===== src/rtl/prbs15_byte_gen_pkg.sv =====
// Shared constants, state encoding and helpers for the PRBS-15 byte generator.
// Latency: n/a (declarations only).
// Backpressure: n/a.
package prbs15_byte_gen_pkg;

  localparam int BYTE_W = 8;
  localparam int LFSR_W = 15;

  // Fibonacci taps for x^15 + x^14 + 1
  localparam int TAP_HI = 14;
  localparam int TAP_LO = 13;

  localparam logic [31:0]       SEQUENCE_DEF = 32'hCCDDEEFF;
  localparam logic [LFSR_W-1:0] SEED_DEF     = 15'h7FFF;

  typedef enum logic [1:0] {
    IDLE    = 2'd0,
    PATTERN = 2'd1,
    PRBS    = 2'd2
  } state_t;

  // Pattern byte at position idx, most significant byte first.
  function automatic logic [BYTE_W-1:0] pattern_byte(input logic [31:0] seq,
                                                     input logic [1:0]  idx);
    logic [BYTE_W-1:0] b;
    case (idx)
      2'd0:    b = seq[31:24];
      2'd1:    b = seq[23:16];
      2'd2:    b = seq[15:8];
      default: b = seq[7:0];
    endcase
    return b;
  endfunction

endpackage


===== src/rtl/prbs15_byte_gen_step8.sv =====
// Advances the PRBS-15 Fibonacci LFSR by 8 steps and collects the 8 feedback bits.
// Latency: purely combinational.
// Backpressure: none; the caller decides when to store the advanced state.
//
// Ports:
//   lfsr     - current 15-bit LFSR state
//   byte_val - the 8 generated bits, first generated bit in [7]
//   lfsr_adv - LFSR state after the 8 steps
module prbs15_step8
  import prbs15_byte_gen_pkg::*;
(
  input  logic [LFSR_W-1:0] lfsr,
  output logic [BYTE_W-1:0] byte_val,
  output logic [LFSR_W-1:0] lfsr_adv
);

  logic [LFSR_W-1:0] s;
  logic              fb;

  always_comb begin
    s        = lfsr;
    fb       = 1'b0;
    byte_val = '0;
    for (int i = 0; i < BYTE_W; i++) begin
      fb                    = s[TAP_HI] ^ s[TAP_LO];
      byte_val[BYTE_W-1-i]  = fb;
      s                     = {s[LFSR_W-2:0], fb};
    end
    lfsr_adv = s;
  end

endmodule


===== src/rtl/prbs15_byte_gen.sv =====
// Byte source: framing pattern repeated n times (MSB first), then a PRBS-15 byte stream.
// Latency: first byte registered on the start edge; one byte per clock, no gaps.
// Backpressure: none; the stream runs while en is high and stops on the edge en is low.
//
// Ports:
//   clk         - clock, rising edge
//   rst         - asynchronous active-high reset
//   en          - run request, level-sensitive
//   n           - pattern repetitions, sampled on the start edge only (0 means 4)
//   data_out    - current byte (registered)
//   valid       - data_out carries a stream byte
//   prbs_active - data_out is a PRBS byte rather than a pattern byte
module prbs15_byte_gen
  import prbs15_byte_gen_pkg::*;
#(
  parameter logic [31:0]       SEQUENCE = SEQUENCE_DEF,
  parameter logic [LFSR_W-1:0] SEED     = SEED_DEF
) (
  input  logic              clk,
  input  logic              rst,
  input  logic              en,
  input  logic [1:0]        n,
  output logic [BYTE_W-1:0] data_out,
  output logic              valid,
  output logic              prbs_active
);

  state_t            state;
  logic [1:0]        byte_idx;   // position of the byte currently on data_out
  logic [2:0]        rep_cnt;    // completed repetitions
  logic [2:0]        rep_tgt;    // 3 bits so that a target of 4 fits
  logic [LFSR_W-1:0] lfsr;

  logic [BYTE_W-1:0] prbs_byte;
  logic [LFSR_W-1:0] lfsr_adv;

  prbs15_step8 u_step8 (
    .lfsr     (lfsr),
    .byte_val (prbs_byte),
    .lfsr_adv (lfsr_adv)
  );

  always_ff @(posedge clk or posedge rst) begin
    if (rst) begin
      state       <= IDLE;
      byte_idx    <= 2'd0;
      rep_cnt     <= 3'd0;
      rep_tgt     <= 3'd0;
      lfsr        <= SEED;
      data_out    <= '0;
      valid       <= 1'b0;
      prbs_active <= 1'b0;
    end else begin
      case (state)
        IDLE: begin
          if (en) begin
            rep_tgt     <= (n == 2'd0) ? 3'd4 : {1'b0, n};
            lfsr        <= SEED;
            byte_idx    <= 2'd0;
            rep_cnt     <= 3'd0;
            data_out    <= pattern_byte(SEQUENCE, 2'd0);
            valid       <= 1'b1;
            prbs_active <= 1'b0;
            state       <= PATTERN;
          end
        end

        PATTERN: begin
          if (!en) begin
            state       <= IDLE;
            data_out    <= '0;
            valid       <= 1'b0;
            prbs_active <= 1'b0;
          end else if (byte_idx == 2'd3) begin
            // Last byte of a repetition is on the wire: either wrap or hand over.
            rep_cnt  <= rep_cnt + 3'd1;
            byte_idx <= 2'd0;
            if (rep_cnt + 3'd1 == rep_tgt) begin
              // The LFSR still holds SEED here, so the first PRBS byte is
              // generated from the freshly loaded state.
              data_out    <= prbs_byte;
              lfsr        <= lfsr_adv;
              prbs_active <= 1'b1;
              state       <= PRBS;
            end else begin
              data_out <= pattern_byte(SEQUENCE, 2'd0);
            end
          end else begin
            byte_idx <= byte_idx + 2'd1;
            data_out <= pattern_byte(SEQUENCE, byte_idx + 2'd1);
          end
        end

        PRBS: begin
          if (!en) begin
            state       <= IDLE;
            data_out    <= '0;
            valid       <= 1'b0;
            prbs_active <= 1'b0;
          end else begin
            data_out <= prbs_byte;
            lfsr     <= lfsr_adv;
          end
        end

        default: begin
          state       <= IDLE;
          data_out    <= '0;
          valid       <= 1'b0;
          prbs_active <= 1'b0;
        end
      endcase
    end
  end

endmodule


===== config.mk =====
export PLATFORM = sky130hd
export DESIGN_NAME = prbs15_byte_gen
export DESIGN_NICKNAME = d
export VERILOG_FILES = /design/src/rtl/prbs15_byte_gen_pkg.sv /design/src/rtl/prbs15_byte_gen_step8.sv /design/src/rtl/prbs15_byte_gen.sv
export SDC_FILE = /design/constraint.sdc
export NUM_CORES = 1
export LEC_CHECK = 0
export ABC_CLOCK_PERIOD_IN_PS = 2900
export BUFFER_PORTS_ARGS = -buffer_cell sky130_fd_sc_hd__buf_2
export CORE_AREA = 5 5 62 64
export DETAILED_ROUTE_END_ITERATION = 12
export DIE_AREA = 0 0 67 69
export PLACE_DENSITY_LB_ADDON = 0.25
export SYNTH_ARGS = -nofsm -noshare
export SYNTH_HDL_FRONTEND = slang
export SYNTH_SLANG_ARGS = --single-unit

===== constraint.sdc =====
create_clock -name clk -period 2.9 [get_ports clk]
set_clock_uncertainty 0.1 [all_clocks]
set_input_delay 0.87 -clock clk [delete_from_list [all_inputs] [get_ports clk]]
set_output_delay 0.87 -clock clk [all_outputs]
set_load 0.01 [all_outputs]

Word-level counts from Yosys, hierarchy flattened

Cells that the tools add are included.

$add $sub $neg: 2
Eq/ne operators: 15
Mux-type cells: 36
Bitwise gates (word level): 8
Reductions and logical operators: 12

Operators by type and width:

| operator            | number |
|---|---|
| $mux 15             | 5 |
| $pmux 15 s3         | 1 |
| $mux 8              | 5 |
| $pmux 8 s3          | 1 |
| $pmux 6 s3          | 1 |
| $mux 2              | 8 |
| $ne 2x2->1 const B  | 7 |
| $mux 3              | 4 |
| $reduce_and 4->1    | 2 |
| $xor 1x1->1         | 8 |
| $eq 2x2->1 const B  | 3 |
| $logic_not 2->1     | 3 |
| $mux 1              | 6 |
| $ne 3x3->1 const B  | 2 |
| $pmux 2 s3          | 1 |
| $pmux 3 s2          | 1 |
| $reduce_and 6->1    | 1 |
| $eq 2x1->1 const B  | 2 |
| $pmux 2 s2          | 1 |
| $reduce_and 2->1    | 2 |
| $add 3x1->3 const B | 1 |
| $eq 3x3->1          | 1 |
| $pmux 1 s3          | 1 |
| $reduce_and 3->1    | 1 |
| other kinds (5)     | 5 |

Register bits: 35
Output and inout port bits: 10
Logic and storage cells: 81

Longest topological paths before layout

Depth in word-level cells: 6
Depth in mapped cells: 7

Modules after synthesis

From an unflattened synthesis, not the netlist that was laid out.

Cells, all modules: 197
Area, all modules: 2023.2 µm²

Modules (own cells, without submodules):

| module          | times used | cells an instance | area each (µm²) |
|---|---|---|---|
| prbs15_byte_gen | 1          | 173               | 1833.0 |
| prbs15_step8    | 1          | 24                | 190.2 |

Worst setup path before layout

Ideal clock, no wire load.

Path kind: flip-flop to flip-flop
Start: register rep_cnt[0]
End: register lfsr[14]
Setup time: 0.082 ns
Data arrival time: 2.416 ns
Required time: 2.718 ns
Setup slack: 0.301 ns
Cell stages (with the launch flop): 8
Buffers on the path: 2
Period minus slack after synthesis: 2.599 ns
Path through: dfrtp_1 -> ha_1 -> xor2_1 -> or4b_1 -> buf_2 -> a211oi_4 -> buf_8 -> mux2_4

Word-level cells in the longest chain between the ends: 4

Ends and longest elaborated chain:

| element                           | line                   | source |
|---|---|---|
| start, declared                   | prbs15_byte_gen.sv:30  | `logic [2:0] rep_cnt;` |
| start signal, assigned            | prbs15_byte_gen.sv:76  | `rep_cnt <= rep_cnt + 3'd1;` |
| $add 3x1->3                       | prbs15_byte_gen.sv:78  | `if (rep_cnt + 3'd1 == rep_tgt) begin` |
| $eq 3x3->1                        | prbs15_byte_gen.sv:78  |  |
| $ne 2x2->1 (no source line)       | --                     |  |
| $reduce_and 6->1 (no source line) | --                     |  |
| end signal, assigned              | prbs15_byte_gen.sv:82  | `lfsr <= lfsr_adv;` |
| end signal, assigned              | prbs15_byte_gen.sv:102 | `lfsr <= lfsr_adv;` |
| end, declared                     | prbs15_byte_gen.sv:32  | `logic [LFSR_W-1:0] lfsr;` |

No other way between the ends.
A chain may end at the register's enable or synchronous reset.

Worst setup path after layout

Start: register rep_cnt[0]
End: register lfsr[10]

The elaborated chain is that of the path after synthesis.

==> flow_summary.json <==
{
  "portBuffers": 14,
  "place_congestion": 0.845,
  "stdcell_area_um2": 2050,
  "internal_power_uw": 1410,
  "slowest_delay_ps": 670,
  "routed_via_density": 5.53,
  "syn-cell-area_um2": 1840,
  "timing.fmax_mhz": 375,
  "layout.cells.non_filler": 238,
  "die_w_um": 67,
  "whs_endpoint": "lfsr[3]",
  "cts_buffers": 5,
  "max_slew_margin_pct": 52.0,
  "outcome": "finished, final reports clean",
  "cts_setup_buffers": 0,
  "grt_overflow": 0,
  "start_util_pct": 57.0,
  "final_net_count": 204,
  "cp-start-kind": "flip-flop",
  "synth_top_area_share_pct": 25.8,
  "drt_iter0_markers": 76,
  "vias": 1316,
  "hp-class": "reg -> reg",
  "rsz0062_at_grt": "no",
  "crit_chain": "ha_1 -> xor2_1 -> or4b_1 -> a211oi_4 -> buf_12 -> mux2_2",
  "yosys_warnings": 0,
  "wirelength_um": 3540,
  "cts_tree": "yes",
  "synthArstFlopShare_pct": 100,
  "holdPathStages": 2,
  "post-route-util_pct": 63.5,
  "crit_arrival_ps": 2860,
  "setup_viol": 0,
  "die_h_um": 69,
  "cts_root_buffer": "clkbuf_4",
  "clk_latency_ps": 360,
  "cts_hold_buf": 0,
  "ir_drop_v": 0.000423,
  "diodes": 0,
  "p_switching_uw": 889,
  "power_density_nw_per_um2": 1120,
  "power_leakage_uw": 0.000925,
  "drive_gt1_share_pct": 27.1,
  "crit_type": "reg -> reg",
  "syn_to_final_growth_pct": 11.4,
  "ys_seq_area_share_pct": 47.2,
  "synth_edf_count": 0,
  "cp-end-kind": "flip-flop",
  "htreeDepth": 2,
  "fin_tns_setup_ps": 0,
  "crit_slowest_cell": "or4b_1",
  "dp.cells": 230,
  "report.final.slew_viol_count": 0,
  "dieArea_um2": 4620,
  "power.share.clock_pct": 15.4,
  "hold_viol": 0,
  "io_pins": 15,
  "synth.distinct_cells": 37,
  "fin_crit_sh_pct": 92.0,
  "tightest_slew_ps": 712,
  "drtAntennaViolNets": 0,
  "hp-start": "lfsr[3]",
  "synthCells": 174,
  "clock_sinks": 34,
  "grt_max_degree": 24,
  "required_ps": 3090,
  "syn_area_per_cell_um2": 10.6,
  "p_comb_share_pct": 45.9,
  "period_needed_ps": 2670,
  "yosys.area.top_type": "dfrtp_1",
  "rows": 21,
  "grt_usage_pct": 17.1,
  "syn_nets": 187,
  "r2r_cells": 6,
  "r2r-start": "rep_cnt[0]",
  "cts_resized": 0,
  "core_um2": 3230,
  "critPathMaxFanout": 15,
  "ys_ff_latch": 34,
  "route.detailed.drc": 0,
  "maxCapViolCount": 0,
  "path_delay_family": "simple AND/OR/NAND/NOR gates",
  "switching_share_pct": 38.6,
  "clk_path_buf_depth": 2,
  "placed_area_um2": 1970,
  "synth.top_cells.by_area": "dfrtp_1 26%, dfstp_2 21%, ha_1 5.4%, mux2i_1 4.3%, mux2_2 4.3%",
  "drt_first_pass_iters": 4,
  "dp_hpwl_um": 2620,
  "p_seq_share_pct": 38.7,
  "worstReg2RegEnd": "lfsr[10]",
  "synth-main-ff-cell": "dfrtp_1",
  "grt_pass1_vias": 1261,
  "whs_ps": 390,
  "r2r_setup_slack_ps": 230,
  "routedWlPerCell_um": 14.9,
  "grt_first_pass_wirelength_um": 6090,
  "antenna_found_initial": 0,
  "clk_pin_slew_ps": 100,
  "critical_path_buf_inv_count": 1
}
[cells by family after synthesis]
| logic type | after synthesis | synth area share [%] |
|---|---|---|
| AND/OR/NAND/NOR | 45 | 10.7 |
| AO/OA/AOI/OAI | 34 | 14.0 |
| flip-flops | 34 | 47.2 |
| buffers and inverters | 24 | 5.57 |
| multiplexers | 18 | 11.1 |
| XOR/XNOR | 11 | 6.05 |
| adder cells (fa/ha/maj) | 8 | 5.43 |
[synth_stat cells (all sizes together), types with 2 or more instances]
master and count:
nand2 21, dfrtp 19, inv 16, dfstp 15, nor2 13, mux2 10, ha 8, mux2i 8
xor2 8, o21ai 7, clkbuf 6, o31ai 5, a21oi 4, a221o 4, a22o 3, nor3 3
buf 2, nand3 2, nor3b 2, o211ai 2, xnor2 2
[tightest hold or removal path: cells and delay by family, from the launching register on]
kind | cells | cell delay (ps)
mux | 1 | 70
flops | 1 | 370
buf+inv | 1 | 60
[power by group through the flow]
stage	Clock [µW]	Sequential [µW]	Combinational [µW]
CTS	366	893	1060
finish	354	892	1060
global placement	0	890	1010
detailed placement	0	902	1060
floorplan	0	887	773
global route	383	922	1170
[layout by cell type (no fill, tap or decap), drive strengths merged]
cell type  count
a211o          1
a211oi         1
a21boi         1
a21oi          4
a221o          4
a22o           3
a22oi          1
a31oi          1
a32o           1
and2           1
buf           18
bufinv         1
clkbuf         5
clkinvlp       2
dfrtp         19
dfstp         15
ha             8
inv           16
mux2          10
mux2i          8
nand2         21
nand2b         1
nand3          2
nor2          13
nor2b          1
nor3           3
nor3b          2
o211ai         2
o21ai          7
o22ai          1
o311ai         1
o31ai          5
o41ai          1
or4b           1
xnor2          2
xor2           8
xor3           1
[sequential cells by signal, indices dropped and copies added (netlist names)]
| name | count |
|---|---|
| data_out | 8 |
| rep_cnt | 3 |
| state | 1 |
| prbs_active | 1 |
| valid | 1 |
| byte_idx | 2 |
| rep_tgt | 3 |
| lfsr | 15 |
[through the flow]
step | worst slack [ps] | power [µW]
final | 231 | 2300
after global routing | 167 | 2480
after CTS | 237 | 2320
after detailed placement | 254 | 1960
after global placement | 311 | 1900
after floorplan | 301 | 1660
[worst max path at each step]
stage	startpoint	end	slack (ps)	cells after the start
4_1_cts	rep_cnt[0]	lfsr[10]	240	6
5_1_grt	rep_cnt[0]	lfsr[11]	170	6
2_1_floorplan	rep_cnt[0]	lfsr[14]	300	7
3_3_place_gp	rep_cnt[0]	lfsr[9]	310	6
6_report	rep_cnt[0]	lfsr[10]	230	6
3_5_place_dp	rep_cnt[0]	lfsr[10]	250	6
[layout make-up]
| type | count | area [µm²] |
|---|---|---|
| Clock buffer | 5 | 37.5 |
| Multi-Input combinational cell | 116 | 870 |
| Sequential cell | 34 | 870 |
| Tap cell | 46 | 57.6 |
| Clock inverter | 3 | 45.0 |
| Fill cell | 265 | 1180 |
| Inverter | 16 | 60.1 |
| Timing Repair Buffer | 18 | 113 |
[metal layers]
metal / global-route usage, % / vias up / wire, µm
met5: 0 / - / 0
met4: 6.76 / 0 / 64
met3: 4.87 / 8 / 203
met2: 25.0 / 34 / 1630
met1: 23.6 / 640 / 1640
li1: - / 634 / -
(Power assumes the default switching activity.)
